### config.mk
export PLATFORM = sky130hd
export DESIGN_NAME = sparse_intersect_joiner
export DESIGN_NICKNAME = d
export VERILOG_FILES = /design/src/rtl/sparse_intersect_joiner.sv
export SDC_FILE = /design/constraint.sdc
export NUM_CORES = 1
export LEC_CHECK = 0
export ABC_AREA = 1
export CORE_MARGIN = 2
export CORE_UTILIZATION = 35
export CTS_CLUSTER_DIAMETER = 30
export CTS_CLUSTER_SIZE = 16
export DETAILED_ROUTE_END_ITERATION = 6
export DONT_BUFFER_PORTS = 1
export PLACE_DENSITY = 0.56
export SLEW_MARGIN = 20
export SYNTH_ARGS = -nofsm -noshare
export SYNTH_HDL_FRONTEND = slang
export SYNTH_SLANG_ARGS = --single-unit
export TNS_END_PERCENT = 1
### constraint.sdc
create_clock -name clk -period 2.35 [get_ports clk]
set_clock_uncertainty 0.15 [all_clocks]
set_input_delay 0.235 -clock clk [delete_from_list [all_inputs] [get_ports clk]]
set_output_delay 0.235 -clock clk [all_outputs]
set_load 0.1 [all_outputs]
### src/rtl/sparse_intersect_joiner.sv
// rtl/sparse_intersect_joiner.sv - two-fiber sparse coordinate joiner (intersect/union)
// Optional build macro INTERSECT_CYCLE_COUNT_EN adds the cycle_count output.
module sparse_intersect_joiner #(
    parameter int                DATA_W      = 17,
    parameter logic [DATA_W-1:0] DONE_TOKEN  = 17'h10100,
    parameter logic [DATA_W-1:0] EMPTY_TOKEN = 17'h10200
) (
    input  logic              clk,
    input  logic              flush,
    input  logic              clk_en,
    input  logic              tile_en,
    input  logic              joiner_op,
    input  logic              vector_reduce_mode,
    input  logic [DATA_W-1:0] coord_in_0,
    input  logic              coord_in_0_valid,
    output logic              coord_in_0_ready,
    input  logic [DATA_W-1:0] pos_in_0,
    input  logic              pos_in_0_valid,
    output logic              pos_in_0_ready,
    input  logic [DATA_W-1:0] coord_in_1,
    input  logic              coord_in_1_valid,
    output logic              coord_in_1_ready,
    input  logic [DATA_W-1:0] pos_in_1,
    input  logic              pos_in_1_valid,
    output logic              pos_in_1_ready,
    output logic [DATA_W-1:0] coord_out,
    output logic              coord_out_valid,
    input  logic              coord_out_ready,
    output logic [DATA_W-1:0] pos_out_0,
    output logic              pos_out_0_valid,
    input  logic              pos_out_0_ready,
    output logic [DATA_W-1:0] pos_out_1,
    output logic              pos_out_1_valid,
    input  logic              pos_out_1_ready
`ifdef INTERSECT_CYCLE_COUNT_EN
    ,
    output logic [63:0]       cycle_count
`endif
);

    typedef enum logic [1:0] {
        S_IDLE,
        S_RUN,
        S_DONE
    } state_t;

    localparam logic [DATA_W-2:0] PAY_ONE = 1;

    state_t state, state_next;

    logic [DATA_W-1:0] coord_r, pos0_r, pos1_r;
    logic              out_valid_r;

    logic              head_ok, out_fire, out_free, allow, do_emit;
    logic              a_data, b_data, a_done;
    logic [DATA_W-2:0] a_pay, b_pay;
    logic [8:0]        a_lvl, b_lvl;
    logic [DATA_W-1:0] stop_dec;

    logic              want_pop0, want_pop1, want_emit, hit_done;
    logic [DATA_W-1:0] emit_coord, emit_pos0, emit_pos1;

    assign head_ok  = coord_in_0_valid & pos_in_0_valid & coord_in_1_valid & pos_in_1_valid;
    assign out_fire = tile_en & out_valid_r & coord_out_ready & pos_out_0_ready & pos_out_1_ready;
    assign out_free = ~out_valid_r | out_fire;

    assign a_data   = ~coord_in_0[DATA_W-1];
    assign b_data   = ~coord_in_1[DATA_W-1];
    assign a_done   = (coord_in_0 == DONE_TOKEN);
    assign a_pay    = coord_in_0[DATA_W-2:0];
    assign b_pay    = coord_in_1[DATA_W-2:0];
    // done carries payload 0x100, so it ranks above every stop level 0..0xFF
    assign a_lvl    = coord_in_0[8:0];
    assign b_lvl    = coord_in_1[8:0];
    assign stop_dec = {1'b1, a_pay - PAY_ONE};

    always_comb begin
        want_pop0  = 1'b0;
        want_pop1  = 1'b0;
        want_emit  = 1'b0;
        hit_done   = 1'b0;
        emit_coord = '0;
        emit_pos0  = '0;
        emit_pos1  = '0;
        if (a_data && b_data && a_pay == b_pay) begin
            want_pop0  = 1'b1;
            want_pop1  = 1'b1;
            want_emit  = 1'b1;
            emit_coord = coord_in_0;
            emit_pos0  = pos_in_0;
            emit_pos1  = pos_in_1;
        end else if (a_data && (!b_data || a_pay < b_pay)) begin
            want_pop0  = 1'b1;
            want_emit  = joiner_op;
            emit_coord = coord_in_0;
            emit_pos0  = pos_in_0;
            emit_pos1  = EMPTY_TOKEN;
        end else if (b_data) begin
            want_pop1  = 1'b1;
            want_emit  = joiner_op;
            emit_coord = coord_in_1;
            emit_pos0  = EMPTY_TOKEN;
            emit_pos1  = pos_in_1;
        end else if (a_lvl == b_lvl) begin
            want_pop0 = 1'b1;
            want_pop1 = 1'b1;
            if (a_done) begin
                want_emit  = 1'b1;
                hit_done   = 1'b1;
                emit_coord = DONE_TOKEN;
                emit_pos0  = DONE_TOKEN;
                emit_pos1  = DONE_TOKEN;
            end else if (!vector_reduce_mode) begin
                want_emit  = 1'b1;
                emit_coord = coord_in_0;
                emit_pos0  = coord_in_0;
                emit_pos1  = coord_in_0;
            end else begin
                // flattening: S0 vanishes, Sk becomes S(k-1)
                want_emit  = (a_lvl != 9'd0);
                emit_coord = stop_dec;
                emit_pos0  = stop_dec;
                emit_pos1  = stop_dec;
            end
        end else if (a_lvl < b_lvl) begin
            want_pop0 = 1'b1;
        end else begin
            want_pop1 = 1'b1;
        end
    end

    // skips ignore output back-pressure; emitting pops need a free output slot
    assign allow   = (state == S_RUN) & tile_en & clk_en & head_ok & (~want_emit | out_free);
    assign do_emit = allow & want_emit;

    assign coord_in_0_ready = allow & want_pop0;
    assign pos_in_0_ready   = allow & want_pop0;
    assign coord_in_1_ready = allow & want_pop1;
    assign pos_in_1_ready   = allow & want_pop1;

    always_comb begin
        state_next = state;
        case (state)
            S_IDLE:  if (tile_en) state_next = S_RUN;
            S_RUN:   if (do_emit && hit_done) state_next = S_DONE;
            S_DONE:  state_next = S_DONE;
            default: state_next = S_IDLE;
        endcase
    end

    always_ff @(posedge clk) begin
        if (flush) begin
            state <= S_IDLE;
        end else if (clk_en) begin
            state <= state_next;
        end
    end

    always_ff @(posedge clk) begin
        if (flush) begin
            out_valid_r <= 1'b0;
            coord_r     <= '0;
            pos0_r      <= '0;
            pos1_r      <= '0;
        end else if (clk_en) begin
            if (do_emit) begin
                out_valid_r <= 1'b1;
                coord_r     <= emit_coord;
                pos0_r      <= emit_pos0;
                pos1_r      <= emit_pos1;
            end else if (out_fire) begin
                out_valid_r <= 1'b0;
            end
        end
    end

    assign coord_out       = coord_r;
    assign pos_out_0       = pos0_r;
    assign pos_out_1       = pos1_r;
    assign coord_out_valid = out_valid_r & tile_en;
    assign pos_out_0_valid = out_valid_r & tile_en;
    assign pos_out_1_valid = out_valid_r & tile_en;

`ifdef INTERSECT_CYCLE_COUNT_EN
    logic cc_started, cc_stopped, any_in_valid;

    assign any_in_valid = coord_in_0_valid | pos_in_0_valid | coord_in_1_valid | pos_in_1_valid;

    // the cycle in which done is accepted is not itself counted
    always_ff @(posedge clk) begin
        if (flush) begin
            cycle_count <= '0;
            cc_started  <= 1'b0;
            cc_stopped  <= 1'b0;
        end else if (clk_en && !cc_stopped && (cc_started || any_in_valid)) begin
            cc_started <= 1'b1;
            if (out_fire && pos0_r == DONE_TOKEN) begin
                cc_stopped <= 1'b1;
            end else begin
                cycle_count <= cycle_count + 64'd1;
            end
        end
    end
`endif

endmodule

==> run_results.csv, run 1 <==
group,metric,value,unit
yosys,ys.flop_type,"dfxtp_1",
routing,vias_per_cell,5.00,
worst_setup_path,cp_num_buf_inv,4,
worst_setup_path,cp_common_cell,"inv_1",
power,leakage,2.29,nW
global_routing,antenna_found_initial,0,
worst_setup_path,ff2ff_setup_slack,0.46,ns
worst_setup_path,rr_worst_depth,9,
yosys,synth_common_cells,"156 x nand2_1, 73 x nor2_1, 65 x a21oi_1, 62 x inv_1",
worst_setup_path,r2r_start,"state[1]$_SDFFE_PP0P_",
worst_setup_path,critPathKind,"primary input to output pin",
routing,drt_drc_violations_left,0,
global_routing,grt_overflow,0,
yosys,netlist_area,0.00380,mm^2
yosys,syn_avg_cell_area,6.35,um^2
layout,syn_to_final_growth,36.4,%
sta,finalCritPeriodShare,97.0,%
hold_path,holdCritPathClass,"primary input to flip-flop",
yosys,ys_seq_area_share,28.4,%
die,die_area,0.0117,mm^2
sta,rsz0062_at_grt,"yes",
sta,finalSetupTns,0,ns
die,rows,38,
sta,finalHoldViolCount,0,
yosys,yosysMostFrequentCell,"nand2_1",
layout,fill_cells,1133,
clocking,clock_latency,0.32,ns
yosys,synth.area.top_cells,"dfxtp_1 28%, nand2_1 15%, a21oi_1 8.5%",
global_routing,grt_first_pass_wirelength,20800,um
status,status,"completed",
placement,dp_hpwl,11000,um
routing,wirelength,13500,um
clocking,clkTransAtPathRegs,0.11,ns
hold_path,min_from,"pos_in_1[14]",
clocking,cts_sinks,54,
worst_setup_path,cp.arrival,1.90,ns
die,core,0.0107,mm^2
routing,vias,4173,
worst_setup_path,critPathTopFamily,"buffers and inverters",
die,die_w,108,um
global_routing,grt_pass1_vias,4099,
worst_setup_path,path_max_fanout,6,
worst_setup_path,reg2reg_to,"coord_out[16]$_SDFFE_PP0P_",
placement,routabilityCongestion,0.927,
worst_setup_path,worstPathRequired,1.97,ns
clocking,cts_tree,"built",
layout,final_area,0.00519,mm^2
clocking,h-tree-depth,2,
power,peakVddDrop,0.203,mV
sta,clock.fmax,0.439,GHz
power,p_per_area,371,mW/mm^2
die,die_h,108,um
sta,slew_headroom,46.5,%
yosys,ys_types,37,
sta,finalSetupViolCount,0,
yosys,synth-edff-count,0,
sta,slew_violations,0,
sta,period_needed,2.28,ns
routing,dr.first_iter.drc_count,203,
yosys,synth_cells,599,
sta,worst_slew_pin_slew,0.809,ns
clocking,clock_tree.root_cell,"clkbuf_8",
global_routing,grt_max_degree,45,
placement,placed_cell_area,0.00492,mm^2
yosys,synth_warnings,0,
layout,nets,794,
worst_setup_path,slowest_stage,"ha_1",
routing,drtAntennaViolNets,0,
clocking,clk_path_buf_depth,2,
yosys,synth-seq-cells,54,
routing,post_drt_wl_per_cell,16.2,um
worst_setup_path,crit_path_max_incr_delay,0.30,ns
layout,num_antenna_cells,0,
yosys,synth_top_area_share,28.4,%
hold_path,holdPathEnd,"pos_out_1[14]$_SDFFE_PP0P_",
placement,io_buffers,0,
hold_path,whs_path_depth,4,
yosys,synth_nets,700,
clocking,cts_buffers,5,
layout,drive_gt1_share,27.2,%
routing,drt_pass1_iterations,4,
worst_setup_path,critPathCaptureType,"output pin",
job,maxCapViolCount,0,
worst_setup_path,start_kind,"primary input",
global_routing,grt_usage,23.1,%
yosys,ys_async_sr_fraction,0,%
yosys,yosysTopAreaCell,"dfxtp_1",
worst_setup_path,path_cells,"inv_1 > ha_1 > nand2_1 > nor2_4 > nand2_2 > nor4_2 > inv_1 > buf_4 > a21oi_4 > buf_12",
die,io_pins,139,
die,start_util,35.4,%
-- cell type report --
| class | count | area, um^2 | area share, % |
|---|---|---|---|
| clock buffer | 6 | 72.6 | 1.40 |
| clock inverter | 2 | 13.8 | 0.265 |
| inverter | 66 | 297 | 5.71 |
| multi-input combinational | 448 | 2570 | 49.5 |
| sequential | 54 | 1080 | 20.8 |
| tap | 140 | 175 | 3.38 |
| timing repair buffer | 118 | 982 | 18.9 |
-- registers in the layout (all words and copies together) (netlist names) --
signal	flops
out_valid_r	1
pos_out_1	17
pos_out_0	17
coord_out	17
state	2
-- cells by family (layout without fill, tap and decap cells) --
family,Yosys count,after routing,share of synthesized area [%]
compound gates,145,145,21.5
buf+inv,97,192,11.3
simple gates,276,276,30.6
flops,54,54,28.4
xor+xnor,7,7,1.61
fa+ha+maj,20,20,6.58
-- worst reg2reg max path, cell delays in order (launching register included) --
cell	delay [ns]
dfxtp_1	0.33
inv_1	0.08
ha_1	0.17
nand4_1	0.11
nor2_2	0.25
nand3_4	0.18
clkinv_4	0.13
buf_12	0.17
o21ai_0	0.16
nor2_1	0.11
-- what timing repair did --
action / CTS / global route
hold buffers: 8 / 0
buffers inserted: 2 / 1
pin swaps: 1 / 12
endpoints found under the hold margin: 45 / 0
setup endpoints to repair: 4 / 12
resized for setup: 1 / 24
-- how the worst max path moves through the flow --
| stage | slack (ns) | to | from | depth (start not counted) |
|---|---|---|---|---|
| after global placement | -0.08 | coord_out[16]$_SDFFE_PP0P_ | coord_in_1[13] | 16 |
| after detailed placement | -0.08 | coord_out[16]$_SDFFE_PP0P_ | coord_in_1[13] | 16 |
| after floorplan | -0.30 | pos_in_0_ready | coord_in_1[5] | 12 |
| final | 0.07 | pos_in_1_ready | coord_in_1[13] | 10 |
| after global routing | -0.06 | pos_in_1_ready | coord_in_0[0] | 16 |
| after CTS | 0.05 | pos_in_1_ready | state[1]$_SDFFE_PP0P_ | 7 |
-- cell usage in the layout, fill, tap and decap left out, types with 6 or more instances in the layout --
cell           Yosys  layout
nand3_1           25      23
ha_1              20       9
ha_4               0      11
o211ai_1           7       7
inv_1             62      49
o21ai_0           54      53
a21oi_1           65      58
o211ai_2           8       8
buf_12             0       6
dfxtp_1           54      54
inv_2              2       6
xor2_1             7       7
nor2_1            73      71
buf_4              9     104
nand2_1          156     142
nand2_2            2      11
dlygate4sd3_1      0       7
-- per-stage QoR --
step | utilization [%] | hold slack (ns) | std cells | setup slack, ns | power [mW]
detailed placement | 45.8 | 0.161 | 816 | -0.0779 | 1.35
CTS | 47.6 | 0.00160 | 833 | 0.0474 | 1.92
global placement | 45.8 | 0.159 | 816 | -0.0755 | 1.34
floorplan | - | 0.241 | 599 | -0.298 | 1.24
global route | 48.3 | 0.0155 | 834 | -0.0596 | 2.03
finish | 48.3 | 0.000617 | 834 | 0.0697 | 1.93
-- power by group --
group | internal, mW | total (mW) | switching, mW
Sequential | 0.920 | 0.923 | 0.00359
Combinational | 0.204 | 0.461 | 0.257
Clock | 0.212 | 0.542 | 0.330
Total | 1.34 | 1.93 | 0.591
-- routing by layer --
| metal | global-route usage (%) | vias to the layer above | share of wire [%] | wire (um) |
|---|---|---|---|---|
| li1 | - | 2133 | - | - |
| met5 | 0 | - | 0 | 0 |
| met4 | 4.95 | 0 | 1.2 | 163 |
| met2 | 42.2 | 103 | 50 | 6750 |
| met1 | 27.6 | 1925 | 43 | 5790 |
| met3 | 5.06 | 12 | 5.8 | 788 |
Note: power is estimated with default switching activity, not from simulation.
==> inputs of run 2 (changes only) <==
--- a/config.mk
+++ b/config.mk
@@ -5,7 +5,7 @@
 export SDC_FILE = /design/constraint.sdc
 export NUM_CORES = 1
 export LEC_CHECK = 0
-export ABC_AREA = 1
+export ABC_AREA = 0
 export CORE_MARGIN = 2
 export CORE_UTILIZATION = 35
 export CTS_CLUSTER_DIAMETER = 30
==> run_results.csv, run 2 <==
group,metric,value,unit
sta,rsz0062_at_grt,"yes",
yosys,synth-edff-count,0,
sta,finalSetupViolCount,0,
sta,finalCritPeriodShare,98.7,%
status,status,"completed",
clocking,clkTransAtPathRegs,0.11,ns
routing,vias,4345,
layout,final_util,53.1,%
routing,post_drt_wl_per_cell,19.8,um
layout,drive_gt1_share,32.4,%
yosys,synthAdderAreaFrac,6.40,%
worst_setup_path,start_kind,"primary input",
clocking,cts_tree,"built",
power,leakage,2.09,nW
hold_path,holdCritPathClass,"primary input to flip-flop",
yosys,synth_xor_area_share,3.36,%
job,maxCapViolCount,0,
yosys,yosysTopAreaCell,"dfxtp_1",
layout,syn_to_final_growth,48.1,%
routing,dr.first_iter.drc_count,470,
sta,fin_ws,0.0307,ns
yosys,synth.area.top_cells,"dfxtp_1 28%, a21oi_1 7.8%, a311oi_1 7.4%",
yosys,netlist_area,0.00391,mm^2
global_routing,grt_max_degree,50,
yosys,synth-seq-cells,54,
yosys,synth_cells,480,
sta,worst_slew_pin_slew,0.842,ns
placement,dp_cells,678,
yosys,synth_compound_area_share,34.8,%
power,peakVddDrop,0.188,mV
layout,layout_commonest_cell,"buf_4",
die,start_util,35.9,%
clocking,clk_path_buf_depth,2,
die,die_w,110,um
yosys,ys_seq_area_share,27.7,%
yosys,synth_nets,581,
global_routing,grt_overflow,0,
clocking,clock_latency,0.31,ns
yosys,synth_top_area_share,27.7,%
yosys,ys.flop_type,"dfxtp_1",
power,p_per_area,355,mW/mm^2
yosys,syn_avg_cell_area,8.14,um^2
sta,slew_violations,0,
clocking,cts_buffers,5,
yosys,synth_warnings,0,
placement,place_ws,-0.157,ns
placement,dp_hpwl,10900,um
global_routing,grt_pass1_vias,4322,
routing,wirelength,14700,um
power,p_total,2.05,mW
global_routing,grt_first_pass_wirelength,23000,um
clocking,clock_tree.root_cell,"clkbuf_8",
layout,num_antenna_cells,0,
yosys,synth_top_family_by_area,"compound AO/OA/AOI/OAI gates",
clocking,h-tree-depth,2,
routing,drtAntennaViolNets,0,
sta,finalHoldViolCount,0,
die,die_h,110,um
routing,vias_per_cell,5.86,
layout,final_cell_mix,"98 x buf_4, 58 x a21oi_1, 54 x dfxtp_1",
die,core,0.0109,mm^2
layout,nets,701,
placement,routabilityCongestion,0.904,
placement,io_buffers,0,
sta,slew_headroom,44.1,%
yosys,ys_async_sr_fraction,0,%
global_routing,antenna_found_initial,0,
yosys,ys_types,66,
die,die_area,0.0120,mm^2
yosys,yosysMostFrequentCell,"a21oi_1",
sta,period_needed,2.32,ns
layout,fin_cells,741,
worst_setup_path,critPathCaptureType,"output pin",
clocking,cts_sinks,54,
routing,drt_pass1_iterations,5,
worst_setup_path,cp.arrival,1.93,ns
worst_setup_path,path_max_fanout,4,
global_routing,grt_usage,24.6,%
routing,drt_drc_violations_left,0,
yosys,yosys.area_share.simple,19.2,%
worst_setup_path,critPathKind,"primary input to output pin",
sta,clock.fmax,0.431,GHz
worst_setup_path,worstPathRequired,1.97,ns
yosys,synth_common_cells,"61 x a21oi_1, 54 x dfxtp_1, 33 x a311oi_1, 32 x nand2_1, 31 x nand3_1",
yosys,synthMuxAreaShare,0,%
die,rows,38,
die,io_pins,139,
-- run 2: power by group --
group	internal [mW]	switching [mW]	total (mW)
Clock	0.212	0.320	0.532
Sequential	0.919	0.00270	0.922
Combinational	0.283	0.315	0.599
-- run 2: cell families after synthesis --
kind of cell,after synthesis
compound gates,189
simple gates,129
buf+inv,73
flops,54
fa+ha+maj,20
xor+xnor,15
-- run 2: cell type report --
type,instances,area (um^2)
fill,1025,5100
inverter,29,126
clock buffer,6,72.6
timing repair buffer,157,1430
tap,140,175
clock inverter,2,13.8
multi-input combinational,353,2890
sequential,54,1080
-- run 2: critical path, stage by stage --
cell	delay [ns]
inv_1	0.06
ha_4	0.29
nand4_4	0.10
nor3_4	0.22
buf_6	0.14
a21oi_4	0.06
o221a_4	0.28
o21ai_4	0.24
a31oi_4	0.06
buf_12	0.21
-- run 2: worst paths after layout --
| check | start | to | slack [ns] | cells after the start |
|---|---|---|---|---|
| hold / removal | coord_in_0[2] | coord_out[2]$_SDFFE_PP0P_ | 0.00001 | 2 |
| setup / recovery | coord_in_1[4] | pos_in_0_ready | 0.03 | 10 |
| setup reg to reg | state[1]$_SDFFE_PP0P_ | coord_out[13]$_SDFFE_PP0P_ | 0.19 | 8 |
| hold reg to reg | pos_out_1[9]$_SDFFE_PP0P_ | pos_out_1[9]$_SDFFE_PP0P_ | 0.34 | 2 |
-- run 2: metal layers --
| layer | track usage (%) | wire [um] |
|---|---|---|
| met5 | 0 | 0 |
| met2 | 40.8 | 6840 |
| met1 | 32.1 | 6330 |
| met4 | 7.69 | 330 |
| met3 | 4.92 | 1180 |
-- run 2: metrics by stage --
| step | TNS (ns) | hold WS (ns) | cell area (um^2) |
|---|---|---|---|
| detailed placement | -3.15 | 0.165 | 5100 |
| global route | -0.141 | 0.00788 | 5790 |
| floorplan | -0.991 | 0.239 | 4320 |
| CTS | 0 | 0.00261 | 5730 |
| finish | 0 | 0.0000121 | 5790 |
| global placement | -1.63 | 0.164 | 5100 |
-- run 2: what timing repair did --
action / CTS / global route
setup buffers: 4 / 2
hold buffers: 49 / 0
endpoints found under the hold margin: 52 / 0
gates resized for setup: 4 / 7
gates cloned: 0 / 0
setup endpoints to repair: 4 / 18
pin swaps: 9 / 6
